## src/rtl/aes_seq_pkg.sv

```systemverilog
// Shared definitions for the AES round sequencer.
//   seq_state_e : operation state (IDLE / RUN / DONE)
//   KEYLEN_*    : key_len encodings used to pick the round count
//   DEF_*       : default widths and round counts for the sequencer
package aes_seq_pkg;

  typedef enum logic [1:0] {
    IDLE = 2'd0,
    RUN  = 2'd1,
    DONE = 2'd2
  } seq_state_e;

  localparam logic [1:0] KEYLEN_128 = 2'b00;
  localparam logic [1:0] KEYLEN_192 = 2'b01;
  localparam logic [1:0] KEYLEN_256 = 2'b10;

  localparam int DEF_INNER_W    = 4;
  localparam int DEF_INNER_MAX  = 15;
  localparam int DEF_ROUND_W    = 4;
  localparam int DEF_ROUNDS_128 = 10;
  localparam int DEF_ROUNDS_192 = 12;
  localparam int DEF_ROUNDS_256 = 14;

endpackage

```

## src/rtl/aes_mod_counter.sv

```systemverilog
// Generic W-bit modulo counter: counts 0..terminal_i and wraps to 0.
//   clk, rst_n  : clock, asynchronous active-low reset
//   en_i        : advance by one (or wrap) this cycle
//   clr_i       : synchronous clear, wins over en_i
//   terminal_i  : last value before wrapping
//   count_o     : current count
//   wrap_o      : en_i && count_o == terminal_i (the count wraps on this edge)
module aes_mod_counter #(
  parameter int W = 4
) (
  input  logic         clk,
  input  logic         rst_n,
  input  logic         en_i,
  input  logic         clr_i,
  input  logic [W-1:0] terminal_i,
  output logic [W-1:0] count_o,
  output logic         wrap_o
);

  logic [W-1:0] count_q, count_d;
  logic         at_term;

  assign at_term = (count_q == terminal_i);
  assign wrap_o  = en_i && at_term;
  assign count_o = count_q;

  always_comb begin
    // NOTE: default assignment first so every path drives count_d and no latch is inferred.
    count_d = count_q;
    if (clr_i) begin
      count_d = '0;
    end else if (en_i) begin
      // Terminal compare fires before the field could overflow.
      count_d = at_term ? '0 : count_q + 1'b1;
    end
  end

  always_ff @(posedge clk or negedge rst_n) begin
    if (!rst_n) begin
      // NOTE: non-blocking assignment for registered state avoids simulation ordering races.
      count_q <= '0;
    end else begin
      count_q <= count_d;
    end
  end

endmodule

```

## src/rtl/aes_datapath_round_sequencer.sv

```systemverilog
// AES round sequencer: an inner-step counter nested inside a round counter
// whose length (10/12/14 rounds) is latched from key_len when an operation
// starts. Provides start/busy/done handshake, stall hold and last-step flags.
//   clk                 : clock, rising edge
//   rst                 : asynchronous active-low reset
//   rst_synch           : synchronous clear, beats start and stall
//   start               : begin an operation (accepted in IDLE or DONE)
//   key_len             : round-count select, sampled when start is accepted
//   stall               : freeze counters while running
//   inner_state_counter : current inner step
//   round_counter       : current 0-based round
//   inner_last          : busy and inner step at INNER_MAX
//   round_last          : busy and in the final round
//   busy                : operation running
//   done                : one-cycle completion pulse
// All outputs decode from registers; there is no input-to-output path.
module aes_datapath_round_sequencer
  import aes_seq_pkg::*;
#(
  parameter int INNER_W    = DEF_INNER_W,
  parameter int INNER_MAX  = DEF_INNER_MAX,
  parameter int ROUND_W    = DEF_ROUND_W,
  parameter int ROUNDS_128 = DEF_ROUNDS_128,
  parameter int ROUNDS_192 = DEF_ROUNDS_192,
  parameter int ROUNDS_256 = DEF_ROUNDS_256
) (
  input  logic               clk,
  input  logic               rst,
  input  logic               rst_synch,
  input  logic               start,
  input  logic [1:0]         key_len,
  input  logic               stall,
  output logic [INNER_W-1:0] inner_state_counter,
  output logic [ROUND_W-1:0] round_counter,
  output logic               inner_last,
  output logic               round_last,
  output logic               busy,
  output logic               done
);

  // One extra bit so a full 2**ROUND_W round count is representable.
  localparam int RT_W = ROUND_W + 1;

  if (INNER_MAX < 1 || INNER_MAX > (1 << INNER_W) - 1) begin : g_bad_inner_max
    $error("INNER_MAX must lie in 1..2**INNER_W-1");
  end
  if (ROUNDS_128 < 1 || ROUNDS_128 > (1 << ROUND_W) ||
      ROUNDS_192 < 1 || ROUNDS_192 > (1 << ROUND_W) ||
      ROUNDS_256 < 1 || ROUNDS_256 > (1 << ROUND_W)) begin : g_bad_rounds
    $error("every ROUNDS_* must lie in 1..2**ROUND_W");
  end

  seq_state_e        state_q, state_d;
  logic [RT_W-1:0]   rounds_total_q, rounds_total_d;
  logic [RT_W-1:0]   rounds_sel;
  logic [ROUND_W-1:0] round_term;
  logic              inner_en;
  logic              inner_wrap;
  logic              round_wrap;

  always_comb begin
    case (key_len)
      KEYLEN_192: rounds_sel = RT_W'(ROUNDS_192);
      KEYLEN_256: rounds_sel = RT_W'(ROUNDS_256);
      default:    rounds_sel = RT_W'(ROUNDS_128);  // 128 and reserved 2'b11
    endcase
  end

  // rounds_total is never 0, so the final round index always fits ROUND_W bits.
  assign round_term = ROUND_W'(rounds_total_q - 1'b1);
  assign inner_en   = (state_q == RUN) && !stall;

  // Both counters return to 0 on the final step, so they read 0 in DONE and IDLE.
  aes_mod_counter #(.W(INNER_W)) u_inner (
    .clk        (clk),
    .rst_n      (rst),
    .en_i       (inner_en),
    .clr_i      (rst_synch),
    .terminal_i (INNER_W'(INNER_MAX)),
    .count_o    (inner_state_counter),
    .wrap_o     (inner_wrap)
  );

  aes_mod_counter #(.W(ROUND_W)) u_round (
    .clk        (clk),
    .rst_n      (rst),
    .en_i       (inner_wrap),
    .clr_i      (rst_synch),
    .terminal_i (round_term),
    .count_o    (round_counter),
    .wrap_o     (round_wrap)
  );

  always_comb begin
    state_d        = state_q;
    rounds_total_d = rounds_total_q;
    if (rst_synch) begin
      state_d        = IDLE;
      rounds_total_d = RT_W'(ROUNDS_128);
    end else begin
      case (state_q)
        IDLE, DONE: begin
          // DONE accepts start directly for back-to-back operations.
          if (start) begin
            state_d        = RUN;
            rounds_total_d = rounds_sel;
          end else begin
            state_d = IDLE;
          end
        end
        RUN: begin
          // round_wrap only fires on an unstalled final step.
          if (round_wrap) state_d = DONE;
        end
        default: state_d = IDLE;
      endcase
    end
  end

  always_ff @(posedge clk or negedge rst) begin
    if (!rst) begin
      state_q        <= IDLE;
      rounds_total_q <= RT_W'(ROUNDS_128);
    end else begin
      state_q        <= state_d;
      rounds_total_q <= rounds_total_d;
    end
  end

  assign busy       = (state_q == RUN);
  assign done       = (state_q == DONE);
  assign inner_last = busy && (inner_state_counter == INNER_W'(INNER_MAX));
  assign round_last = busy && (round_counter == round_term);

endmodule

```

## config.mk

```make
export PLATFORM = sky130hd
export DESIGN_NAME = aes_datapath_round_sequencer
export DESIGN_NICKNAME = d
export VERILOG_FILES = /design/src/rtl/aes_seq_pkg.sv /design/src/rtl/aes_mod_counter.sv /design/src/rtl/aes_datapath_round_sequencer.sv
export SDC_FILE = /design/constraint.sdc
export NUM_CORES = 1
export LEC_CHECK = 0
export CORE_UTILIZATION = 38
export CTS_CLUSTER_DIAMETER = 80
export CTS_CLUSTER_SIZE = 12
export DETAILED_ROUTE_END_ITERATION = 8
export MAX_ROUTING_LAYER = met4
export PLACE_DENSITY = 0.62
export SLEW_MARGIN = 20
export SYNTH_ARGS = -nofsm -noshare
export SYNTH_HDL_FRONTEND = slang
export SYNTH_SLANG_ARGS = --single-unit
```

## constraint.sdc

```tcl
create_clock -name clk -period 3.7 [get_ports clk]
set_input_delay 0.555 -clock clk [delete_from_list [all_inputs] [get_ports clk]]
set_output_delay 0.555 -clock clk [all_outputs]
set_load 0.005 [all_outputs]
```

[Word-level counts from Yosys, hierarchy flattened]
Cells that the tools add are included.
Storage, ports and cells
  bits of input ports: 7
  register bits after elaboration: 14
  logic and storage cells: 41
Operators by class
  eq/ne operators: 7
  muxes and demuxes: 14
  reduce and logical (&&, ||, !) cells: 13
  add/subtract/negate cells: 3
Operators with widths (count)
  4-bit two-way mux: 9
  4-bit by 1-bit adder with 4-bit output (second input constant): 2
  2-bit nonzero test: 4
  3-bit one-hot mux with 2 select lines: 1
  1-bit logical AND: 5
  2-bit by 1-bit == test with 1-bit output (second input constant): 2
  2-bit == test (second input constant): 2
  4-bit == test: 1
  4-bit == test (second input constant): 1
  2-bit two-way mux: 2
  2-bit one-hot mux with 2 select lines: 1
  4-bit by 1-bit subtractor with 4-bit output (second input constant): 1
  3-bit by 2-bit != test with 1-bit output (second input constant): 1
  2-bit logical NOT: 1
  2-bit AND reduction: 1
  2-bit OR reduction: 1
  1-bit logical NOT: 1
  1-bit two-way mux: 1

[Depth between registers and ports, before layout]
  word-level depth: 7
  depth in mapped cells: 6
  depth with buffers taken out: 6

[Cells and area by module]
A second synthesis with hierarchy kept.
Unflattened totals
  cell total of the unflattened synthesis: 87
  area total of the unflattened synthesis: 837.1 um^2
By module, submodules not included
  aes_mod_counter: instances 2, cells each 28, seq. area each 100.1 um^2, area an instance 279.0 um^2
  aes_datapath_round_sequencer: instances 1, cells each 31, seq. area each 101.3 um^2, area an instance 279.0 um^2

[Worst setup path after synthesis]
Ideal clock, no wire load.
  kind: register to output
  start: reg rounds_total_q[1]
  end: out round_last
  required time: 3.145 ns
  buffers on the path: 0
  data arrival time: 1.390 ns
  stages on the path, launching flop included: 6
  slack: 1.755 ns
  path through: dfstp_2 > inv_1 > ha_1 > xor2_1 > nand4_1 > nor2_1
Between the ends
  word-level cells in the longest chain between the ends: 3
Ends and longest elaborated chain
  start, declared: line aes_datapath_round_sequencer.sv:54  | logic [RT_W-1:0] rounds_total_q, rounds_total_d;
  start signal, assigned: line aes_datapath_round_sequencer.sv:123  | rounds_total_q <= RT_W'(ROUNDS_128);
  start signal, assigned: line aes_datapath_round_sequencer.sv:126  | rounds_total_q <= rounds_total_d;
  4-bit by 1-bit subtractor with 4-bit output: line aes_datapath_round_sequencer.sv:70  | assign round_term = ROUND_W'(rounds_total_q - 1'b1);
  4-bit == test: line aes_datapath_round_sequencer.sv:133  | assign round_last = busy && (round_counter == round_term);
  1-bit logical AND: line aes_datapath_round_sequencer.sv:133
  end, declared: line aes_datapath_round_sequencer.sv:36  | output logic round_last,
No other way between the ends.

[Worst setup path in the final report]
Ends and elaborated chain as after synthesis.

==> flow_summary.toml <==
[routing]
drc = 2
firstDrtPassIters = 8
routedWlPerCell_um = 14.1
vias = 610
ant_nets = 0
wirelength_um = 1540
initialDrtViolationCount = 19
vias_per_cell = 5.60

[synthesis]
ys_seq_elements = 12
synth_ff_type = "dfrtp_1"
ys_top_cells_by_count = "11 x dfrtp_1, 8 x nor2_1, 7 x a21oi_1, 7 x nand2_1, 5 x nand3_1"
synthMostInstantiatedCell = "dfrtp_1"
yosysTopAreaCell = "dfrtp_1"
synth_cell_types = 24
yosysSeqAreaShare = 0.450
synth_cells = 72
syn_area_per_cell_um2 = 9.30
async_reset_ff_frac = 1.00
ys.warnings.count = 0
synthTopCellsByArea = "dfrtp_1 41%, ha_1 7.5%, a21oi_1 5.2%"
synth_top_cell_area_share = 0.411
syn_nets = 83
syn-cell-area_um2 = 669
synth_edf_count = 0

[outcome]
status = "complete, but fails checks"
violations = "DRC"

[grt]
gr-total-overflow = 0
antenna_found_initial = 0
gr-usage-all-layers = 0.197
grt_pass1_wl_um = 2620
grt_pass1_vias = 586
grt_max_degree = 13

[die]
start_util = 0.425
die_h_um = 44.0
core_area_um2 = 1580
dieWidth_um = 44.0
die_area_um2 = 1930
std_cell_rows = 14
boundaryPins = 19

[clock_network]
clockBufferDepth = 2
post_cts_buffers = 0
cts_sinks = 12
cts_buffers = 3
hold_buffers = 0
cts_tree = "built"
clk-insertion-delay-late_ns = 0.28
htree_levels = 1
clockRootBuffer = "clkbuf_4"
clk_pin_slew_ns = 0.08
cts-resized-gates = 0

[placed_design]
port_buffers = 18
place.gp.congestion = 0.782
place_area_um2 = 866
dpl.hpwl_um = 1070

[layout]
diodes = 0
area_growth_pct = 34.8
nets = 105
drive_gt1_frac = 0.0753
design_area_um2 = 902
final_util = 0.572

[pwr]
p_leak_nw = 0.383
peakVddDrop_mv = 0.210
power_density_nw_per_um2 = 328

[sta]
finalSetupTns_ns = 0
worst_slew_pin_slew_ns = 0.555
relSlewSlack = 0.629
fmax_mhz = 338
hold_viol = 0
slew_viol_final = 0
fin_skew_ns = 0.00190
finalSetupViolCount = 0
rsz0062_at_grt = "false"
min_period_over_period = 0.800
period_minus_slack_ns = 2.96

[job]
maxCapViolations = 0

[critical_path]
crit_arrival_ns = 2.40
end_kind = "output pin"
crit_path_max_fanout = 8
critPathLaunchType = "flop"
worst_ep_required_time_ns = 3.14
crit_type = "reg2out"

[min_path]
hold_class = "reg2reg"
-- flip-flops by register name, indices dropped and copies added, names as in the netlist --
signal / flops
rounds_total_q: 2
u_inner.count_o: 4
u_round.count_o: 4
state_q: 2
-- worst max-delay path, stage by stage, from the launching register on --
cell and delay, ns:
dfstp_2 0.56, inv_1 0.05, ha_1 0.30, xor2_1 0.21, nand4_1 0.30, nor2_1 0.18, clkdlybuf4s50_1 0.52
-- area by class of cell --
class | instances | area [um2]
Sequential cell | 12 | 302
Inverter | 4 | 15.0
Multi-Input combinational cell | 55 | 349
Timing Repair Buffer | 18 | 180
Clock buffer | 4 | 36.3
Fill cell | 148 | 674
Tap cell | 16 | 20.0
-- kinds of logic (layout without fill, tap and decap cells) --
group | after synthesis | after routing | share of synthesized area
AO/OA/AOI/OAI | 14 | 14 | 0.114
XOR/XNOR | 5 | 5 | 0.0654
adder cells (fa/ha/maj) | 4 | 4 | 0.0748
buffers and inverters | 5 | 26 | 0.0280
flip-flops | 12 | 12 | 0.450
AND/OR/NAND/NOR | 32 | 32 | 0.267
-- metrics by stage --
stage                     total power [mW]  hold WS, ns  instances  setup WS (ns)
after detailed placement             0.188        0.508        105           1.15
after global routing                 0.309        0.589        109          0.669
after CTS                            0.296        0.528        109          0.794
final                                0.296        0.517        109          0.741
after floorplan                      0.165        0.259         72           1.75
after global placement               0.187        0.499        105           1.19
-- worst paths after layout --
path | from | to | slack [ns] | depth (start not counted)
max | rounds_total_q[1] | round_last | 0.74 | 6
min | rounds_total_q[2] | rounds_total_q[2] | 0.52 | 2
max reg2reg | rounds_total_q[1] | state_q[0] | 1.80 | 6
min reg2reg | rounds_total_q[2] | rounds_total_q[2] | 0.52 | 2
max in group asynchronous | rst | rounds_total_q[1] | 2.70 | 1
min in group asynchronous | rst | u_inner.count_o[0] | 0.62 | 1
-- placed cells by master (no fill, tap or decap) --
cell type        instances
a211o_1                  1
a21oi_1                  7
a31oi_1                  2
clkbuf_4                 3
clkbuf_8                 1
clkdlybuf4s50_1         18
dfrtp_1                 11
dfstp_2                  1
ha_1                     4
inv_1                    4
nand2_1                  7
nand2b_1                 2
nand3_1                  5
nand3b_1                 2
nand4_1                  1
nand4b_1                 1
nor2_1                   8
nor2b_1                  1
nor3_2                   1
nor3b_4                  1
nor4_1                   1
o21ai_0                  4
or2b_1                   1
or3_1                    1
xnor2_1                  1
xor2_1                   4
-- power breakdown --
| group | total (mW) | switching (mW) | internal, mW |
|---|---|---|---|
| sequential | 0.144 | 0.00658 | 0.137 |
| clock | 0.109 | 0.0491 | 0.0599 |
| combinational | 0.0431 | 0.0208 | 0.0223 |
-- per-layer routing --
metal  track usage  vias up  wire (um)
met5             -        -          0
met4        0.0909        0         38
met3        0.0500        8        101
met2         0.310       26        662
met1         0.235      285        736
li1              -      291          -
Note: power is estimated with default switching activity, not from simulation.
